==> src/rtl/br_arb_rr_packet_lock.sv <==
// Round-robin packet arbiter: N valid/ready sources share one downstream channel.
// Arbitration happens only between packets. The winner of a multi-beat packet keeps
// the grant until its last beat is accepted. Priority rotates when a packet completes.
module br_arb_rr_packet_lock #(
   parameter int unsigned NumRequesters = 2,
   parameter int unsigned DataWidth     = 8,
   localparam int unsigned SrcWidth     = $clog2(NumRequesters)
) (
   input  logic                                clk,
   input  logic                                rst_n,
   input  logic [NumRequesters-1:0]            push_valid,
   output logic [NumRequesters-1:0]            push_ready,
   input  logic [NumRequesters*DataWidth-1:0]  push_data,
   input  logic [NumRequesters-1:0]            push_last,
   output logic                                pop_valid,
   input  logic                                pop_ready,
   output logic [DataWidth-1:0]                pop_data,
   output logic                                pop_last,
   output logic [SrcWidth-1:0]                 pop_src,
   output logic                                locked
);

   logic                     locked_q, locked_d;
   logic [SrcWidth-1:0]      owner_q, owner_d;
   logic [SrcWidth-1:0]      prio_q, prio_d;

   logic                     rr_found;
   logic [SrcWidth-1:0]      rr_idx;
   logic [SrcWidth-1:0]      cand;
   logic                     sel_valid;
   logic [SrcWidth-1:0]      sel_idx;
   logic [NumRequesters-1:0] grant;

   // Increment modulo NumRequesters so prio never leaves 0..N-1 for non-power-of-2 N.
   function automatic logic [SrcWidth-1:0] next_idx(input logic [SrcWidth-1:0] idx);
      if (idx == SrcWidth'(NumRequesters - 1)) begin
         return '0;
      end
      return idx + 1'b1;
   endfunction

   // Round-robin search starting at prio, wrapping mod N; first valid source wins.
   always_comb begin
      rr_found = 1'b0;
      rr_idx   = '0;
      cand     = '0;
      for (int unsigned k = 0; k < NumRequesters; k++) begin
         cand = SrcWidth'((32'(prio_q) + k) % NumRequesters);
         if (!rr_found && push_valid[cand]) begin
            rr_found = 1'b1;
            rr_idx   = cand;
         end
      end
   end

   // While locked only the owner may be granted; everyone else is masked.
   always_comb begin
      if (locked_q) begin
         sel_valid = push_valid[owner_q];
         sel_idx   = owner_q;
      end else begin
         sel_valid = rr_found;
         sel_idx   = rr_idx;
      end
   end

   // Output mux; all payload outputs read zero when nothing is granted.
   always_comb begin
      grant    = '0;
      pop_data = '0;
      pop_last = 1'b0;
      pop_src  = '0;
      if (sel_valid) begin
         grant[sel_idx] = 1'b1;
         pop_data       = push_data[sel_idx*DataWidth +: DataWidth];
         pop_last       = push_last[sel_idx];
         pop_src        = sel_idx;
      end
   end

   assign pop_valid  = sel_valid;
   assign push_ready = grant & {NumRequesters{pop_ready}};
   assign locked     = locked_q;

   // Lock on an accepted non-last first beat; unlock and rotate priority on an accepted last beat.
   always_comb begin
      locked_d = locked_q;
      owner_d  = owner_q;
      prio_d   = prio_q;
      if (sel_valid && pop_ready) begin
         if (pop_last) begin
            locked_d = 1'b0;
            prio_d   = next_idx(sel_idx);
         end else if (!locked_q) begin
            locked_d = 1'b1;
            owner_d  = sel_idx;
         end
      end
   end

   // State register with asynchronous active-low reset.
   always_ff @(posedge clk or negedge rst_n) begin
      if (!rst_n) begin
         locked_q <= 1'b0;
         owner_q  <= '0;
         prio_q   <= '0;
      end else begin
         locked_q <= locked_d;
         owner_q  <= owner_d;
         prio_q   <= prio_d;
      end
   end

endmodule

==> config.mk <==
export PLATFORM = sky130hd
export DESIGN_NAME = br_arb_rr_packet_lock
export DESIGN_NICKNAME = d
export VERILOG_FILES = /design/src/rtl/br_arb_rr_packet_lock.sv
export SDC_FILE = /design/constraint.sdc
export NUM_CORES = 1
export LEC_CHECK = 0
export ABC_AREA = 1
export BUFFER_PORTS_ARGS = -buffer_cell sky130_fd_sc_hd__buf_2
export CORE_AREA = 2 2 39 41
export CTS_CLUSTER_DIAMETER = 100
export CTS_CLUSTER_SIZE = 28
export DETAILED_ROUTE_END_ITERATION = 6
export DIE_AREA = 0 0 41 43
export PLACE_DENSITY_LB_ADDON = 0.05
export SKIP_CTS_REPAIR_TIMING = 1
export SYNTH_ARGS = -nofsm -noshare
export SYNTH_HDL_FRONTEND = slang
export SYNTH_SLANG_ARGS = --single-unit
==> constraint.sdc <==
create_clock -name clk -period 2.7 [get_ports clk]
set_input_delay 0.54 -clock clk [delete_from_list [all_inputs] [get_ports clk]]
set_output_delay 0.54 -clock clk [all_outputs]
set_load 0.01 [all_outputs]
==> flow_summary_export.csv <==
group,metric,value,unit
run_status,status,"finished, final reports clean",
synth,syn_nets,85,
finish,multiInputGateArea,219,µm²
global_route,grt_start_max_net_pins,14,
synth,netlist_area,335,µm²
drt,drt_wl_total,1.03,mm
floorplanning,num_io_pins,37,
synth,synth_area_leaders,"nand2_1 (35%), dfrtp_1 (22%), nand3_1 (15%)",
worst_setup_path,cp-end-kind,"primary output",
synth,syn_avg_cell_area,5.41,µm²
finish,layout.nets,125,
worst_setup_path,arrival,1510,ps
sta,fmax,0.487,GHz
synth,synthArstFlopShare,1.00,
synth,ys.flop_type,"dfrtp_1",
floorplanning,dieArea,1760,µm²
worst_setup_path,reg2reg_depth,8,
sta,fin_crit,2050,ps
floorplanning,dieWidth,41,µm
synth,ys.warnings.count,0,
worst_setup_path,required,2160,ps
synth,yosysTopAreaCell,"nand2_1",
placement,port_buffers,36,
clock_tree,h-tree-depth,1,
pwr,power.density,905,nW/µm²
worst_setup_path,crit_fanout,13,
synth,synth_top_area_share,0.347,
clock_tree,cts_tree,"yes",
sta,finalWorstSetupSlack,648,ps
pwr,power_leakage,0.375,nW
sta,slew_headroom,0.830,
floorplanning,rows,14,
sta,final_hold_viol_count,0,
clock_tree,clk_pin_slew,40,ps
synth,ys_ff_latch,3,
synth,synth_edf_count,0,
clock_tree,clock_latency,230,ps
synth,synth_most_common_cell,"nand2_1",
global_route,grt_pass1_vias,440,
worst_setup_path,r2r_slack,1320,ps
sta,finalSetupViolations,0,
drt,drtAntennaViolNets,0,
sta,finalCritPeriodShare,0.760,
drt,via_per_inst,4.09,
finish,layout-drive-gt1-share,0.436,
finish,nFillCells,178,
job,drv_cap,0,
synth,ys_types,12,
synth,synthCells,62,
clock_tree,cts-buffers-inserted,3,
synth,synth_commonest_cells,"nand2_1 (31), nand3_1 (10), inv_1 (6)",
worst_setup_path,path_class,"flip-flop to primary output",
floorplanning,die_height,43,µm
synth,yosysSeqAreaShare,0.224,
finish,regArea,75.1,µm²
clock_tree,cts_num_sinks,3,
placement,dpl.hpwl,834,µm
sta,slew_violations,0,
global_route,track_usage,0.136,
drt,firstDrtPassIters,4,
drt,drtIter0Drc,8,
drt,drc_errors,0,
drt,vias,479,
sta,final.setup.tns,0,ps
worst_setup_path,start_kind,"flip-flop",
clock_tree,root_buffer,"clkbuf_4",
floorplanning,fp.coreArea,1380,µm²
finish,syn_to_final_growth,64.2,%
placement,place_ws,724,ps
sta,rsz0062_at_grt,"no",
worst_setup_path,reg2reg_to,"owner_q$_DFFE_PN0P_",
floorplanning,initial_core_util,0.242,
finish,antenna_cells,0,
min_path,hp-class,"input port to asynchronous set/reset pin",
global_route,grt_overflow,0,
global_route,grt_pass1_wl,1.70,mm
worst_setup_path,r2r-start,"locked$_DFFE_PN0P_",
drt,wl_per_cell,8.76,µm
sta,whs,94.7,ps
clock_tree,cts_buffer_depth,2,
placement,place.gp.congestion,0.744,
global_route,antenna_found_initial,0,
sta,fin_worst_skew,0.294,ps
pwr,irDropWorstVdd,0.343,mV
sta,tightest_slew,253,ps
==> worst max-delay path by stage <==
stage / slack (ps) / from / to
2_1_floorplan: 980 / push_valid[1] / pop_data[0]
3_3_place_gp: 740 / push_valid[1] / pop_data[1]
3_5_place_dp: 720 / push_valid[1] / pop_data[1]
4_1_cts: 620 / locked$_DFFE_PN0P_ / pop_data[1]
5_1_grt: 450 / locked$_DFFE_PN0P_ / push_ready[0]
6_report: 650 / locked$_DFFE_PN0P_ / pop_data[7]
==> registers in the layout, summed over array words and instances (netlist names) <==
| name | count |
|---|---|
| owner_q | 1 |
| locked | 1 |
| prio_q | 1 |
==> where the power goes <==
group | switching (mW) | internal, mW | leakage, nW | total (mW)
sequential | 0.0171 | 0.0656 | 0.0368 | 0.0827
clock | 0.0225 | 0.0553 | 0.0150 | 0.0779
combinational | 0.209 | 0.129 | 0.323 | 0.337
total | 0.248 | 0.250 | 0.375 | 0.498
==> area by class of cell <==
cell class / count / area share
Inverter: 8 / 0.0545
Sequential cell: 3 / 0.136
Clock buffer: 4 / 0.0477
Multi-Input combinational cell: 50 / 0.398
Timing Repair Buffer: 36 / 0.327
Tap cell: 16 / 0.0364
==> cells in the final DEF (no fill, tap or decap) <==
| cell type | instances |
|---|---|
| nand3_1 | 10 |
| inv_1 | 6 |
| nand2_1 | 31 |
| dfrtp_1 | 3 |
| buf_2 | 36 |
| clkbuf_1 | 1 |
| o21ai_2 | 1 |
| nand2_2 | 1 |
| nand3_2 | 1 |
| and2_1 | 1 |
| clkbuf_4 | 3 |
| nand4_1 | 1 |
| nor2_1 | 4 |
| inv_2 | 2 |
==> critical path, cell delays in order, from the launching register on <==
cell and delay (ps):
dfrtp_1 410, nand2_1 110, nand2_1 70, nand2_2 210
nand2_1 100, inv_2 140, nand2_1 70, nand2_1 50
buf_2 120
==> cell families after synthesis <==
family | after synthesis | share of synthesized area
buffers and inverters | 9 | 0.123
flip-flops | 3 | 0.224
AND/OR/NAND/NOR | 49 | 0.627
AO/OA/AOI/OAI | 1 | 0.0261
==> stage by stage <==
| step | power (mW) | utilization | cells | instance area [µm²] |
|---|---|---|---|---|
| 2_1_floorplan | 0.310 | - | 62 | 335 |
| 3_3_place_gp | 0.428 | 0.379 | 113 | 524 |
| 3_5_place_dp | 0.426 | 0.379 | 113 | 524 |
| 4_1_cts | 0.511 | 0.398 | 117 | 551 |
| 5_1_grt | 0.569 | 0.398 | 117 | 551 |
| 6_report | 0.498 | 0.398 | 117 | 551 |
==> routing by layer <==
| layer | up-vias | global-route usage | routed length [µm] |
|---|---|---|---|
| met1 | 192 | 0.187 | 497 |
| li1 | 270 | - | - |
| met5 | - | 0 | 0 |
| met3 | 0 | 0.0157 | 78 |
| met2 | 17 | 0.203 | 450 |
| met4 | 0 | 0.0600 | 0 |
Note: power is estimated with default switching activity, not from simulation.
